## config.mk

```make
export PLATFORM = sky130hd
export DESIGN_NAME = trigger_staged
export DESIGN_NICKNAME = d
export VERILOG_FILES = /design/src/rtl/acsp_trig_pkg.sv /design/src/rtl/trig_stage.sv /design/src/rtl/trigger_staged.sv
export SDC_FILE = /design/constraint.sdc
export NUM_CORES = 1
export LEC_CHECK = 0
export CAP_MARGIN = 10
export CORE_MARGIN = 2
export CORE_UTILIZATION = 51
export CTS_CLUSTER_DIAMETER = 150
export DETAILED_ROUTE_END_ITERATION = 6
export GPL_TIMING_DRIVEN = 0
export PLACE_DENSITY_LB_ADDON = 0.3
export SETUP_SLACK_MARGIN = 0.4
export SLEW_MARGIN = 30
export SYNTH_ARGS = -nofsm -noshare
export SYNTH_HDL_FRONTEND = slang
export SYNTH_HIERARCHICAL = 1
export SYNTH_SLANG_ARGS = --single-unit
```

## constraint.sdc

```tcl
create_clock -name clock -period 8 [get_ports clock]
set_input_delay 2.4 -clock clock [delete_from_list [all_inputs] [get_ports clock]]
set_output_delay 2.4 -clock clock [all_outputs]
set_load 0.005 [all_outputs]
```

## src/rtl/acsp_trig_pkg.sv

```systemverilog
// Shared types and config-word layout for the staged trigger.
package acsp_trig_pkg;

  typedef enum logic [1:0] {
    ST_IDLE  = 2'd0,
    ST_ARMED = 2'd1,
    ST_DELAY = 2'd2,
    ST_RUN   = 2'd3
  } trig_state_e;

  typedef struct packed {
    logic [15:0] delay;
    logic [1:0]  level;
    logic [4:0]  channel;
    logic        serial;
    logic        start;
  } stage_cfg_t;

  localparam int CFG_DELAY_LSB  = 0;
  localparam int CFG_DELAY_MSB  = 15;
  localparam int CFG_LEVEL_LSB  = 16;
  localparam int CFG_LEVEL_MSB  = 17;
  localparam int CFG_CHAN_LSB   = 20;
  localparam int CFG_CHAN_MSB   = 24;
  localparam int CFG_SERIAL_BIT = 26;
  localparam int CFG_START_BIT  = 27;

  localparam logic [1:0] TRIG_LEVEL_MAX = 2'd3;

  function automatic stage_cfg_t decode_cfg(input logic [31:0] word);
    stage_cfg_t c;
    c.delay   = word[CFG_DELAY_MSB:CFG_DELAY_LSB];
    c.level   = word[CFG_LEVEL_MSB:CFG_LEVEL_LSB];
    c.channel = word[CFG_CHAN_MSB:CFG_CHAN_LSB];
    c.serial  = word[CFG_SERIAL_BIT];
    c.start   = word[CFG_START_BIT];
    return c;
  endfunction

endpackage

```

## src/rtl/trig_stage.sv

```systemverilog
// One trigger stage: mask/value/config registers and the match comparator.
// Serial history is compiled in only when TRIG_SERIAL_EN is defined.
module trig_stage #(
  parameter int SAMPLE_WIDTH = 8,
  parameter int DELAY_WIDTH  = 16
) (
  input  logic                    clock,
  input  logic                    reset,
  input  logic                    wr_mask,
  input  logic                    wr_value,
  input  logic                    wr_config,
  input  logic [31:0]             cfg_data,
  input  logic                    valid,
  input  logic [SAMPLE_WIDTH-1:0] dataIn,
  input  logic                    hist_clear,
  output logic                    match,
  output logic [1:0]              level,
  output logic                    start,
  output logic [DELAY_WIDTH-1:0]  delay
);
  import acsp_trig_pkg::*;

  logic [SAMPLE_WIDTH-1:0] mask_r;
  logic [SAMPLE_WIDTH-1:0] value_r;
  stage_cfg_t              cfg_r;
  logic [SAMPLE_WIDTH-1:0] sample_s;
  logic                    unused_s;

  // Stage register file; strobes arrive already qualified and one-hot.
  always_ff @(posedge clock) begin
    if (reset) begin
      mask_r  <= '0;
      value_r <= '0;
      cfg_r   <= '0;
    end else begin
      if (wr_config) cfg_r   <= decode_cfg(cfg_data);
      if (wr_value)  value_r <= cfg_data[SAMPLE_WIDTH-1:0];
      if (wr_mask)   mask_r  <= cfg_data[SAMPLE_WIDTH-1:0];
    end
  end

`ifdef TRIG_SERIAL_EN
  logic [SAMPLE_WIDTH-1:0] hist_r;
  logic [SAMPLE_WIDTH-1:0] hist_next_s;
  logic                    chan_bit_s;

  // Select the configured channel and form the history including this bit.
  always_comb begin
    chan_bit_s = 1'b0;
    for (int i = 0; i < SAMPLE_WIDTH; i++) begin
      chan_bit_s = (cfg_r.channel == 5'(i)) ? dataIn[i] : chan_bit_s;
    end
    hist_next_s = SAMPLE_WIDTH'({hist_r, chan_bit_s});
    sample_s    = cfg_r.serial ? hist_next_s : dataIn;
  end

  // History shift register, newest bit at bit 0.
  always_ff @(posedge clock) begin
    if (reset || hist_clear) begin
      hist_r <= '0;
    end else if (valid) begin
      hist_r <= hist_next_s;
    end
  end

  assign unused_s = ^{cfg_data, cfg_r.delay};
`else
  assign sample_s = dataIn;
  assign unused_s = ^{cfg_data, cfg_r, hist_clear};
`endif

  assign match = valid && (((sample_s ^ value_r) & mask_r) == {SAMPLE_WIDTH{1'b0}});
  assign level = cfg_r.level;
  assign start = cfg_r.start;
  assign delay = cfg_r.delay[DELAY_WIDTH-1:0];

endmodule

```

## src/rtl/trigger_staged.sv

```systemverilog
// Multi-stage logic-analyser trigger: level-sequenced matches, post-match delay, run.
// Optional serial match mode is enabled with the TRIG_SERIAL_EN macro.
module trigger_staged #(
  parameter int SAMPLE_WIDTH = 8,
  parameter int NUM_STAGES   = 4,
  parameter int DELAY_WIDTH  = 16
) (
  input  logic                    clock,
  input  logic                    reset,
  input  logic                    arm,
  input  logic                    valid,
  input  logic [SAMPLE_WIDTH-1:0] dataIn,
  input  logic                    load_mask,
  input  logic                    load_value,
  input  logic                    load_config,
  input  logic [1:0]              stage_sel,
  input  logic [31:0]             cfg_data,
  output logic                    run,
  output logic [1:0]              trig_level,
  output logic                    armed
);
  import acsp_trig_pkg::*;

  trig_state_e            state_r, state_next_s;
  logic [1:0]             level_r, level_next_s;
  logic [DELAY_WIDTH-1:0] cnt_r, cnt_next_s;
  logic                   run_r, armed_r;

  logic                   wr_ok_s;
  logic                   hist_clear_s;
  logic                   match_s [NUM_STAGES];
  logic [1:0]             level_s [NUM_STAGES];
  logic                   start_s [NUM_STAGES];
  logic [DELAY_WIDTH-1:0] delay_s [NUM_STAGES];

  logic                   start_hit_s;
  logic                   adv_hit_s;
  logic [DELAY_WIDTH-1:0] start_delay_s;

  assign wr_ok_s      = (state_r == ST_IDLE) && (32'(stage_sel) < 32'(NUM_STAGES));
  assign hist_clear_s = (state_r == ST_IDLE) || (state_next_s == ST_IDLE);

  for (genvar g = 0; g < NUM_STAGES; g++) begin : g_stage
    logic sel_s;
    assign sel_s = wr_ok_s && (stage_sel == 2'(g));

    trig_stage #(
      .SAMPLE_WIDTH(SAMPLE_WIDTH),
      .DELAY_WIDTH (DELAY_WIDTH)
    ) u_stage (
      .clock     (clock),
      .reset     (reset),
      .wr_mask   (sel_s && load_mask && !load_value && !load_config),
      .wr_value  (sel_s && load_value && !load_config),
      .wr_config (sel_s && load_config),
      .cfg_data  (cfg_data),
      .valid     (valid),
      .dataIn    (dataIn),
      .hist_clear(hist_clear_s),
      .match     (match_s[g]),
      .level     (level_s[g]),
      .start     (start_s[g]),
      .delay     (delay_s[g])
    );
  end

  // Reduce stage hits at the current level; lowest-index start stage supplies the delay.
  always_comb begin
    logic hit_v;
    hit_v         = 1'b0;
    start_hit_s   = 1'b0;
    adv_hit_s     = 1'b0;
    start_delay_s = '0;
    for (int i = NUM_STAGES - 1; i >= 0; i--) begin
      hit_v         = match_s[i] && (level_s[i] == level_r);
      start_hit_s   = start_hit_s | (hit_v & start_s[i]);
      adv_hit_s     = adv_hit_s | (hit_v & !start_s[i]);
      start_delay_s = (hit_v && start_s[i]) ? delay_s[i] : start_delay_s;
    end
  end

  // Next-state, level and delay-counter logic.
  always_comb begin
    state_next_s = state_r;
    level_next_s = level_r;
    cnt_next_s   = cnt_r;
    case (state_r)
      ST_IDLE: begin
        if (arm) begin
          state_next_s = ST_ARMED;
        end else begin
          state_next_s = ST_IDLE;
        end
      end
      ST_ARMED: begin
        if (!arm) begin
          state_next_s = ST_IDLE;
        end else if (start_hit_s) begin
          // A zero delay skips DELAY so run rises on the edge ending the match cycle.
          state_next_s = (start_delay_s == '0) ? ST_RUN : ST_DELAY;
          cnt_next_s   = start_delay_s;
        end else if (adv_hit_s) begin
          level_next_s = (level_r == TRIG_LEVEL_MAX) ? level_r : level_r + 2'd1;
        end else begin
          state_next_s = ST_ARMED;
        end
      end
      ST_DELAY: begin
        if (!arm) begin
          state_next_s = ST_IDLE;
        end else if (valid) begin
          if (cnt_r <= DELAY_WIDTH'(1)) begin
            state_next_s = ST_RUN;
            cnt_next_s   = '0;
          end else begin
            cnt_next_s   = cnt_r - DELAY_WIDTH'(1);
          end
        end else begin
          state_next_s = ST_DELAY;
        end
      end
      ST_RUN: begin
        if (!arm) begin
          state_next_s = ST_IDLE;
        end else begin
          state_next_s = ST_RUN;
        end
      end
      default: begin
        state_next_s = ST_IDLE;
      end
    endcase
    if (state_next_s == ST_IDLE) begin
      level_next_s = 2'd0;
      cnt_next_s   = '0;
    end else begin
      level_next_s = level_next_s;
    end
  end

  // State, counter and registered outputs.
  always_ff @(posedge clock) begin
    if (reset) begin
      state_r <= ST_IDLE;
      level_r <= 2'd0;
      cnt_r   <= '0;
      run_r   <= 1'b0;
      armed_r <= 1'b0;
    end else begin
      state_r <= state_next_s;
      level_r <= level_next_s;
      cnt_r   <= cnt_next_s;
      run_r   <= (state_next_s == ST_RUN);
      armed_r <= (state_next_s == ST_ARMED) || (state_next_s == ST_DELAY);
    end
  end

  assign run        = run_r;
  assign trig_level = level_r;
  assign armed      = armed_r;

endmodule
```

==> impl_metrics.tcl, run 1 <==
set metrics [dict create \
    fin_nets 933 \
    cts-root-buf "clkbuf_16" \
    postLayoutSetupSlackWorst_ps 748 \
    track_usage 0.251 \
    critical_path_class "input port to flip-flop" \
    grt-ovfl-total 0 \
    status "finished with violations" \
    slew_headroom 0.446 \
    fp.dieW_um 128 \
    cp-end-kind "flip-flop" \
    design.core.area_um2 15000 \
    route.vias.total 6290 \
    cp_num_buf_inv 5 \
    synth_nets 875 \
    die-area_um2 16300 \
    final_cell_mix "178 x nor2_1, 162 x dfxtp_1, 141 x mux2i_1, 39 x clkdlybuf4s50_1, 32 x xor2_1" \
    drc 1 \
    syn_avg_cell_area_um2 9.49 \
    drt_first_pass_iters 7 \
    crit_path_top_delay_cell "clkdlybuf4s50_1" \
    ir_drop_v 0.000157 \
    hold_viol_final 0 \
    cts_sinks 162 \
    violations "DRC" \
    fp.dieH_um 128 \
    cts_tree "built" \
    skew_ps 8.16 \
    ant_nets 0 \
    diodes 0 \
    cp_max_fo 10 \
    min_period_ps 7250 \
    grt_max_degree 17 \
    grt_pass1_wl_mm 31.9 \
    slew_viol_final 0 \
    cts_buffers 17 \
    syn_area_um2 7790 \
    dpl_cell_area_um2 8410 \
    avgRoutedWirePerCell_um 18.3 \
    critical_path.max_stage_delay_ps 670 \
    power_density_nw_per_um2 205 \
    place_ws_ps 332 \
    synth_warnings 6 \
    crit_chain "clkdlybuf4s50_1, xor2_1, a222oi_1, and4_1, and2_1, buf_1, nand3_1, buf_2, a311oi_1, o21ai_0, nor4_1, nand4_1, and2_1, ha_1, or2_2, buf_1, clkbuf_2, a21oi_1" \
    layout-drive-gt1-share 0.0964 \
    clk_pin_slew_ps 70 \
    setup_viol 0 \
    wl_mm 19.7 \
    finalSetupTns_ps 0 \
    path_delay_family "simple AND/OR/NAND/NOR gates" \
    fill_cells 1282 \
    num_rows 45 \
    post-route-period-util 0.907 \
    initial_core_util 0.518 \
    gp_congestion 0.895 \
    h-tree-depth 4 \
    syn2layout_area_growth_pct 16.0 \
    rsz0062_at_grt "no" \
    first_iter_violations 464 \
    hpwl_mm 13.7 \
    mostFrequentLayoutCell "nor2_1" \
    stdcell_area_um2 9040 \
    maxCapViolations 0 \
    first_global_vias 6110 \
    fmax_mhz 138 \
    cts_setup_buffers 0 \
    clock_latency_ps 430 \
    cp_data_arrival_time_ps 7610 \
    required_ps 8360 \
    antenna_found_initial 0 \
    avgViaCountPerCell 5.82 \
    cts_buffer_depth 2 \
    hold_path_class "flip-flop to flip-flop" \
    num_io_pins 53 \
    worst_pin_slew_ps 824 \
    portBuffers 39 \
    p_leak_nw 3.25 \
    critical_path.startpoint_type "input port" \
    syn_inst 821 \
]
final timing paths:
path | end | from | slack [ps] | cells past startpoint
min | cnt_r[11] | cnt_r[11] | 470 | 2
max reg2reg | cnt_r[7] | g_stage[2].u_stage/value_r[2] | 3130 | 17
max | cnt_r[7] | dataIn[4] | 750 | 18
min reg2reg | cnt_r[11] | cnt_r[11] | 470 | 2
metrics by stage:
stage                util  std cells  total power, W  hold WS, ps
floorplan               -        821        0.000944          446
global placement    0.560       1048         0.00101          461
global route        0.601       1080         0.00191          500
finish              0.601       1080         0.00185          474
detailed placement  0.560       1048         0.00101          463
CTS                 0.601       1080         0.00186          475
flip-flops by register name (all words and copies together) (netlist names):
register / flops
g_stage.u_stage/level: 8
armed: 1
state_r: 2
cnt_r: 16
g_stage.u_stage/start: 4
trig_level: 2
run: 1
g_stage.u_stage/mask_r: 32
g_stage.u_stage/value_r: 32
g_stage.u_stage/delay: 64
routing by layer:
metal,wire length (um),vias up,global-route usage
met2,9180,175,0.406
met4,257,0,0.0653
met5,0,-,0
met1,9390,3052,0.347
met3,902,20,0.0482
li1,-,3043,-
what timing repair did:
item                                    4_1_cts  5_1_grt
gates resized for setup                       0        2
hold buffers                                  0        0
endpoints found under the setup margin        0        2
area by class of cell:
type                    count  area (um2)  area share
multi-input cells         596        4200       0.465
flip-flops and latches    162        3240       0.359
clock buffers              17         425      0.0471
repair buffers             39         390      0.0432
plain buffers              57         320      0.0354
well taps                 188         235      0.0260
clock inverters            15         196      0.0217
inverters                   6        22.5     0.00249
report_power, final:
part	internal, W	total (W)	switching, W
Sequential	0.000823	0.000834	0.0000114
Clock	0.000502	0.000858	0.000356
Combinational	0.0000663	0.000162	0.0000955
worst register-to-register path, cell delays in order (launching register included):
cell      delay, ps
dfxtp_1         320
xor2_1          150
a222oi_1        420
and4_1          280
and2_1          130
buf_1           280
nand3_1         300
buf_2           290
a311oi_1        400
o21ai_0         260
nor4_1          400
nand4_1         230
and2_1          200
ha_1            180
or2_2           280
buf_1           210
clkbuf_2        300
a21oi_1         180
Power figures use the tool's default switching activity.
==> run 2: changes to the inputs <==
--- a/config.mk
+++ b/config.mk
@@ -6,14 +6,16 @@
 export NUM_CORES = 1
 export LEC_CHECK = 0
 export CAP_MARGIN = 10
+export CELL_PAD_IN_SITES_DETAIL_PLACEMENT = 1
+export CELL_PAD_IN_SITES_GLOBAL_PLACEMENT = 1
 export CORE_MARGIN = 2
-export CORE_UTILIZATION = 51
+export CORE_UTILIZATION = 50
 export CTS_CLUSTER_DIAMETER = 150
 export DETAILED_ROUTE_END_ITERATION = 6
 export GPL_TIMING_DRIVEN = 0
+export MAX_ROUTING_LAYER = met4
 export PLACE_DENSITY_LB_ADDON = 0.3
 export SETUP_SLACK_MARGIN = 0.4
-export SLEW_MARGIN = 30
 export SYNTH_ARGS = -nofsm -noshare
 export SYNTH_HDL_FRONTEND = slang
 export SYNTH_HIERARCHICAL = 1
==> impl_metrics.tcl, run 2 (synthesis gave the netlist of run 1 again) <==
set metrics [dict create \
    status "complete, no violations" \
    slew_viol_final 0 \
    initial_core_util 0.512 \
    fmax_mhz 138 \
    grt_pass1_wl_mm 38.9 \
    skew_ps 18.3 \
    post-route-period-util 0.907 \
    r2r_slack_ps 3070 \
    ant_nets 0 \
    slew_headroom 0.409 \
    dp.cells 1048 \
    cp-end-kind "flip-flop" \
    fp.dieH_um 129 \
    cts_buffer_depth 2 \
    portBuffers 39 \
    antenna_found_initial 0 \
    hold_viol_final 0 \
    fp.dieW_um 129 \
    min_period_ps 7260 \
    cp_num_buf_inv 5 \
    required_ps 8370 \
    track_usage 0.319 \
    cts_setup_buffers 0 \
    utilization 0.591 \
    avgRoutedWirePerCell_um 23.1 \
    finalSetupTns_ps 0 \
    gp_congestion 0.902 \
    num_rows 45 \
    diodes 0 \
    grt-ovfl-total 0 \
    first_global_vias 7043 \
    wl_mm 25.0 \
    critical_path.startpoint_type "input port" \
    postLayoutSetupSlackWorst_ps 744 \
    avgViaCountPerCell 6.14 \
    path_delay_family "simple AND/OR/NAND/NOR gates" \
    num_io_pins 53 \
    syn2layout_area_growth_pct 15.4 \
    ir_drop_v 0.000171 \
    crit_path_top_delay_cell "clkdlybuf4s50_1" \
    largest_reg_flops 64 \
    final_cell_mix "178 x nor2_1, 162 x dfxtp_1, 141 x mux2i_1, 39 x clkdlybuf4s50_1, 32 x xor2_1" \
    setup_viol 0 \
    die-area_um2 16600 \
    clock_latency_ps 450 \
    place_ws_ps 136 \
    cts_sinks 162 \
    p_leak_nw 3.22 \
    layout-drive-gt1-share 0.0964 \
    design.core.area_um2 15200 \
    fin_nets 933 \
    clk_pin_slew_ps 70 \
    critical_path_class "input port to flip-flop" \
    grt_max_degree 17 \
    drt_first_pass_iters 5 \
    drc 0 \
    critical_path.max_stage_delay_ps 630 \
    cp_max_fo 10 \
    maxCapViolations 0 \
    first_iter_violations 472 \
    crit_chain "clkdlybuf4s50_1, xor2_1, a22o_1, a221oi_2, and4_1, and2_1, buf_1, nand3_2, buf_2, a311oi_1, o21ai_0, nor4_1, nand4_1, and2_1, ha_1, or2_2, buf_1, clkbuf_2, a21oi_1" \
    h-tree-depth 4 \
    rsz0062_at_grt "no" \
    worst_pin_slew_ps 879 \
    mostFrequentLayoutCell "nor2_1" \
    cts_buffers 17 \
    fin_cells 1080 \
    power_density_nw_per_um2 202 \
    route.vias.total 6631 \
    hold_path_class "flip-flop to flip-flop" \
    cts-root-buf "clkbuf_16" \
    cts_tree "built" \
    cp_data_arrival_time_ps 7630 \
    hpwl_mm 17.0 \
]
## run 2: worst register-to-register path, cell delays in order (launching register included)
cell and delay (ps):
dfxtp_1 320, xor2_1 160, a222oi_1 420, and4_1 290, and2_1 130, buf_1 320, nand3_2 240, buf_2 260
a311oi_1 440, o21ai_0 280, nor4_1 390, nand4_1 240, and2_1 210, ha_1 180, or2_2 280, buf_1 230
clkbuf_2 290, a21oi_1 160
## run 2: what timing repair did
action,CTS,global route
hold buffers,0,0
hold endpoints to repair,0,0
setup endpoints to repair,0,10
gates resized for setup,0,3
## run 2: through the flow
stage	total power, W	hold WS (ps)	instance area (um2)
3_3_place_gp	0.00101	461	8410
5_1_grt	0.00187	505	8990
6_report	0.00181	482	8990
2_1_floorplan	0.000944	446	7790
4_1_cts	0.00182	481	8980
3_5_place_dp	0.00102	466	8410
## run 2: report_power, final
| part | total [W] | switching, W | leakage (nW) | internal (W) |
|---|---|---|---|---|
| Clock | 0.000809 | 0.000367 | 0.276 | 0.000442 |
| Combinational | 0.000171 | 0.000104 | 1.64 | 0.0000664 |
| Sequential | 0.000835 | 0.0000124 | 1.31 | 0.000823 |
| Total | 0.00181 | 0.000484 | 3.22 | 0.00133 |
## run 2: final cells by class
class	count	area, um2
Clock inverter	13	124
Inverter	6	22.5
Fill cell	1705	6220
Multi-Input combinational cell	596	4210
Sequential cell	162	3240
Buffer	57	320
Clock buffer	19	443
Timing Repair Buffer	39	390
Tap cell	188	235
## run 2: worst paths after layout
| check | from | endpoint | cells after the start |
|---|---|---|---|
| worst max-delay path | dataIn[7] | cnt_r[14] | 19 |
| worst min-delay path | cnt_r[11] | cnt_r[11] | 2 |
| worst max register to register | g_stage[2].u_stage/value_r[2] | cnt_r[14] | 17 |
| worst min register to register | cnt_r[11] | cnt_r[11] | 2 |
## run 2: routing by layer
metal	up-vias	share of wire	GRT usage
li1	3027	-	-
met1	3350	0.43	0.393
met2	213	0.50	0.528
met3	41	0.053	0.0653
met4	0	0.018	0.0959
met5	-	0	-
